`src/rtl/vga_pkg.sv`:
```
// vga_pkg: shared VGA screen limits, coordinate widths and arbiter state encoding.
package vga_pkg;
  localparam int X_W = 8;
  localparam int Y_W = 7;
  localparam int C_W = 3;
  localparam logic [X_W-1:0] X_SCREEN_PIXELS = 8'd160;
  localparam logic [Y_W-1:0] Y_SCREEN_PIXELS = 7'd120;
  typedef enum logic [1:0] {
    S_IDLE    = 2'd0,
    S_GRANT   = 2'd1,
    S_RELEASE = 2'd2
  } state_t;
endpackage

```
`src/rtl/vga_rr_picker.sv`:
```
// vga_rr_picker: first requester strictly after ptr, searching cyclically upward; one-hot out.
module vga_rr_picker #(
  parameter int N = 4
) (
  input  logic [N-1:0]         req,
  input  logic [$clog2(N)-1:0] ptr,
  output logic [N-1:0]         pick,
  output logic                 valid
);
  assign valid = |req;
  // Scan farthest-to-nearest so the nearest requester after ptr overwrites the rest.
  always_comb begin
    pick = '0;
    for (int k = N; k >= 1; k--)
      if (req[(int'(ptr) + k) % N]) pick = N'(1) << ((int'(ptr) + k) % N);
  end
endmodule

```
`src/rtl/vga_plot_arbiter.sv`:
```
// vga_plot_arbiter: round-robin sharing of the VGA adapter write port among draw engines.
// Define VGA_ARB_TIMEOUT_EN to force release after MAX_HOLD consecutive grant cycles.
module vga_plot_arbiter import vga_pkg::*; #(
  parameter int NUM_REQ = 4,
  parameter logic [X_W-1:0] X_SCREEN_PIXELS = vga_pkg::X_SCREEN_PIXELS,
  parameter logic [Y_W-1:0] Y_SCREEN_PIXELS = vga_pkg::Y_SCREEN_PIXELS
`ifdef VGA_ARB_TIMEOUT_EN
  , parameter logic [15:0] MAX_HOLD = 16'd20000
`endif
) (
  input  logic                   iClock,
  input  logic                   iResetn,
  input  logic [NUM_REQ-1:0]     iReq,
  input  logic [X_W*NUM_REQ-1:0] iX,
  input  logic [Y_W*NUM_REQ-1:0] iY,
  input  logic [C_W*NUM_REQ-1:0] iColour,
  input  logic [NUM_REQ-1:0]     iPlot,
  output logic [NUM_REQ-1:0]     oGnt,
  output logic                   oBusy,
  output logic [X_W-1:0]         oX,
  output logic [Y_W-1:0]         oY,
  output logic [C_W-1:0]         oColour,
  output logic                   oPlot
);
  localparam int PW = $clog2(NUM_REQ);
  state_t state, state_n;
  logic [NUM_REQ-1:0] gnt_n, pick;
  logic pick_valid, plot_n, timeout;
  logic [PW-1:0] gidx, gidx_n, ptr, ptr_n, pick_idx;
  logic [X_W-1:0] gx, x_n;
  logic [Y_W-1:0] gy, y_n;
  logic [C_W-1:0] gc, col_n;
  vga_rr_picker #(.N(NUM_REQ)) u_picker (.req(iReq), .ptr(ptr), .pick(pick), .valid(pick_valid));
  assign gx = iX[gidx*X_W +: X_W];
  assign gy = iY[gidx*Y_W +: Y_W];
  assign gc = iColour[gidx*C_W +: C_W];
  assign oBusy = state != S_IDLE;
`ifdef VGA_ARB_TIMEOUT_EN
  logic [15:0] hold;
  always_ff @(posedge iClock)
    hold <= (!iResetn || state != S_GRANT) ? '0 : hold + 16'd1;
  assign timeout = hold == MAX_HOLD - 16'd1;
`else
  assign timeout = 1'b0;
`endif
  always_comb begin
    pick_idx = '0;
    for (int i = 0; i < NUM_REQ; i++)
      if (pick[i]) pick_idx = PW'(i);
  end
  always_comb begin
    state_n = state;
    gnt_n = oGnt;
    gidx_n = gidx;
    ptr_n = ptr;
    x_n = oX;
    y_n = oY;
    col_n = oColour;
    plot_n = 1'b0;
    case (state)
      S_IDLE: if (pick_valid) begin
        state_n = S_GRANT;
        gnt_n = pick;
        gidx_n = pick_idx;
      end
      S_GRANT: begin
        x_n = gx;
        y_n = gy;
        col_n = gc;
        // The pixel presented on the releasing edge is deliberately discarded.
        if (!iReq[gidx] || timeout) begin
          state_n = S_RELEASE;
          gnt_n = '0;
          ptr_n = gidx;
        end else plot_n = iPlot[gidx] && gx < X_SCREEN_PIXELS && gy < Y_SCREEN_PIXELS;
      end
      default: state_n = S_IDLE;
    endcase
  end
  always_ff @(posedge iClock) begin
    if (!iResetn) begin
      state <= S_IDLE;
      oGnt <= '0;
      gidx <= '0;
      ptr <= PW'(NUM_REQ - 1);
      oX <= '0;
      oY <= '0;
      oColour <= '0;
      oPlot <= 1'b0;
    end else begin
      state <= state_n;
      oGnt <= gnt_n;
      gidx <= gidx_n;
      ptr <= ptr_n;
      oX <= x_n;
      oY <= y_n;
      oColour <= col_n;
      oPlot <= plot_n;
    end
  end
endmodule
```
`config.mk`:
```
export PLATFORM = sky130hd
export DESIGN_NAME = vga_plot_arbiter
export DESIGN_NICKNAME = d
export VERILOG_FILES = /design/src/rtl/vga_pkg.sv /design/src/rtl/vga_rr_picker.sv /design/src/rtl/vga_plot_arbiter.sv
export SDC_FILE = /design/constraint.sdc
export NUM_CORES = 1
export LEC_CHECK = 0
export CORE_MARGIN = 8
export CORE_UTILIZATION = 39
export DETAILED_ROUTE_END_ITERATION = 16
export PLACE_DENSITY_LB_ADDON = 0.08
export SETUP_SLACK_MARGIN = 0.4
export SYNTH_ARGS = -nofsm -noshare
export SYNTH_HDL_FRONTEND = slang
export SYNTH_HIERARCHICAL = 1
export SYNTH_SLANG_ARGS = --single-unit
```
`constraint.sdc`:
```
create_clock -name iClock -period 3.6 [get_ports iClock]
set_clock_uncertainty 0.1 [all_clocks]
set_input_delay 0.36 -clock iClock [delete_from_list [all_inputs] [get_ports iClock]]
set_output_delay 0.36 -clock iClock [all_outputs]
set_load 0.02 [all_outputs]
```
==> out/qor.yml <==
run_status: "completed"
rsz0062_at_grt: "no"
grt_max_degree: 28
gp_congestion: 0.862
hp-class: "flip-flop to flip-flop"
path_cells: "inv_1 > ha_1 > mux4_2 > inv_1 > o22ai_1 > a31oi_1 > nor2b_1 > nor3_1 > a211oi_1"
grt_pass1_wl_um: 9640
ir_drop_mv: 0.317
min_delay_path_depth: 2
start_util: 0.406
dr.first_iter.drc_count: 57
cts-root-buf: "clkbuf_8"
crit_required_ps: 3670
cp_common_cell: "inv_1"
cts.sink_count: 29
final_hold_viol_count: 0
wl_per_cell_um: 16.2
tightest_slew_ps: 1030
min_period_ps: 2720
rr_worst_depth: 9
drc: 0
layout-drive-gt1-share: 0.127
setup_viol: 0
yosys_warnings: 6
gr-usage-all-layers: 0.161
worstSkewPairLatency_ps: 270
synth-compound-area-share: 0.136
ys_types: 32
nNetsFinal: 387
dp.cells: 359
critPathBufInv: 2
path_depth: 9
synth.avg_cell_area_um2: 9.74
num_antenna_cells: 0
cts_setup_buffers: 0
timing.critical_path.arrival_ps: 2780
synth_xor_area_frac: 0
grt-ovfl-total: 0
slew_violations: 0
syn_nets: 286
dieArea_mm2: 0.00745
startpoint_type: "flip-flop"
hold_buffers: 0
viasPerCell: 5.17
slew_headroom: 0.313
cts_buffers: 5
muxShareOfSynthArea: 0.301
syn_inst: 198
routed_wl_um: 5940
netlist_area_mm2: 0.00193
antenna_found_initial: 0
first_pass_iters: 4
yosys.area_share.simple: 0.165
htree_levels: 2
powerDensity_mw_per_mm2: 484
tns_ps: 0
ant_nets: 0
cts_tree: "built"
core_mm2: 0.00475
worstPathMaxFanout: 10
num_rows: 25
synth-seq-cells: 29
period_share: 0.755
dp_hpwl_um: 4800
maxCapViolCount: 0
die_h_um: 86.3
slowest_delay_ps: 590
num_vias: 1898
cts_resized: 0
cts_max_path_buffers: 2
ios: 106
cts.reportedPaths.clkPinSlew_ps: 60
synth_top_family_by_area: "multiplexers"
synth_adder_area_share: 0.0389
path_delay_family: "multiplexers"
crit_slowest_cell: "mux4_2"
worst_setup_path_end_kind: "flip-flop"
first_global_vias: 2040
synth_seq_area_share: 0.301
fin_cells: 367
leakage_nw: 1.12
syn_to_final_growth_pct: 60.3
crit_type: "flip-flop to flip-flop"
port_buffers: 105
die_x_um: 86.3
fmax_ghz: 0.368
placed cells by master, fill, tap and decap left out, drive strengths merged, types with 5 or more instances in the layout:
| cell type | count |
|---|---|
| a21oi | 23 |
| mux4 | 24 |
| nand2 | 49 |
| dfxtp | 29 |
| ha | 6 |
| inv | 5 |
| o22ai | 5 |
| clkbuf | 6 |
| clkdlybuf4s50 | 105 |
Yosys cell counts:
library cell | number | area, um^2
nand2_1 | 49 | 184
dfxtp_1 | 29 | 581
mux4_2 | 24 | 541
a21oi_1 | 23 | 115
ha_1 | 6 | 75.1
buf_2 | 5 | 25.0
inv_1 | 5 | 18.8
o22ai_1 | 5 | 31.3
clkbuf_1 | 4 | 15.0
mux2i_1 | 4 | 40.0
nand2b_1 | 4 | 25.0
o211ai_1 | 4 | 30.0
a211oi_1 | 3 | 22.5
a31oi_1 | 3 | 18.8
buf_1 | 3 | 11.3
buf_6 | 3 | 33.8
nor2b_1 | 3 | 18.8
nor3_1 | 3 | 15.0
clkinv_1 | 2 | 7.51
nor2_1 | 2 | 7.51
o21ai_1 | 2 | 10.0
o311ai_1 | 2 | 17.5
and4bb_1 | 1 | 12.5
nand3_1 | 1 | 5.00
nand4_1 | 1 | 6.26
nor2b_4 | 1 | 13.8
nor3b_1 | 1 | 7.51
o21ai_0 | 1 | 5.00
o31ai_2 | 1 | 12.5
or2_2 | 1 | 6.26
or3b_1 | 1 | 8.76
or4_1 | 1 | 7.51
report_power, final:
group / leakage (nW) / switching, mW / internal, mW / total (mW)
registers: 0.238 / 0.0622 / 0.384 / 0.446
clock network: 0.0450 / 0.115 / 0.133 / 0.249
logic: 0.832 / 0.373 / 0.429 / 0.802
registers in the layout, summed over array words and instances (netlist names):
signal	count
oX	8
oY	7
oGnt	4
oColour	3
gidx	2
ptr	2
state	2
oPlot	1
layout make-up:
class | count | area (um^2)
timing repair buffer | 109 | 1080
clock buffer | 6 | 72.6
tap | 67 | 83.8
multi-input combinational | 147 | 1240
clock inverter | 2 | 10.0
fill | 418 | 1660
sequential | 29 | 581
inverter | 7 | 26.3
tightest hold or removal path, delay by kind of cell (launching register included):
| kind | cells | cell delay, ps |
|---|---|---|
| AO/OA/AOI/OAI | 1 | 50 |
| AND/OR/NAND/NOR | 1 | 50 |
| flip-flops | 1 | 300 |
logic make-up (layout without fill, tap and decap cells):
family                     count (synthesis)  after routing
AOI/OAI and AO/OA                         44             44
adders and majority gates                  6              6
buffers and inverters                     22            124
DFF                                       29             29
muxes                                     28             28
and+or+nand+nor                           69             69
metrics by stage:
| step | hold WS, ps | total power, mW | instance area, um^2 | util | setup WS [ps] |
|---|---|---|---|---|---|
| 6_report | 352 | 1.50 | 3090 | 0.650 | 882 |
| 3_3_place_gp | 341 | 1.25 | 3010 | 0.633 | 994 |
| 4_1_cts | 354 | 1.51 | 3090 | 0.650 | 885 |
| 5_1_grt | 380 | 1.61 | 3090 | 0.650 | 649 |
| 2_1_floorplan | 338 | 0.989 | 1930 | - | 1020 |
| 3_5_place_dp | 346 | 1.26 | 3010 | 0.633 | 896 |
routing by layer:
metal,GRT usage,vias up,share of wire
met1,0.173,906,0.39
met2,0.290,55,0.53
li1,-,933,-
met3,0.0709,4,0.080
met4,0.0235,0,0.0044
met5,0,-,0
final timing paths:
check | start | end | slack (ps)
setup / recovery | ptr[1] | gidx[0] | 880
hold / removal | oX[2] | oX[2] | 350
setup reg to reg | ptr[1] | gidx[0] | 880
hold reg to reg | oX[2] | oX[2] | 350
Power figures use the tool's default switching activity.
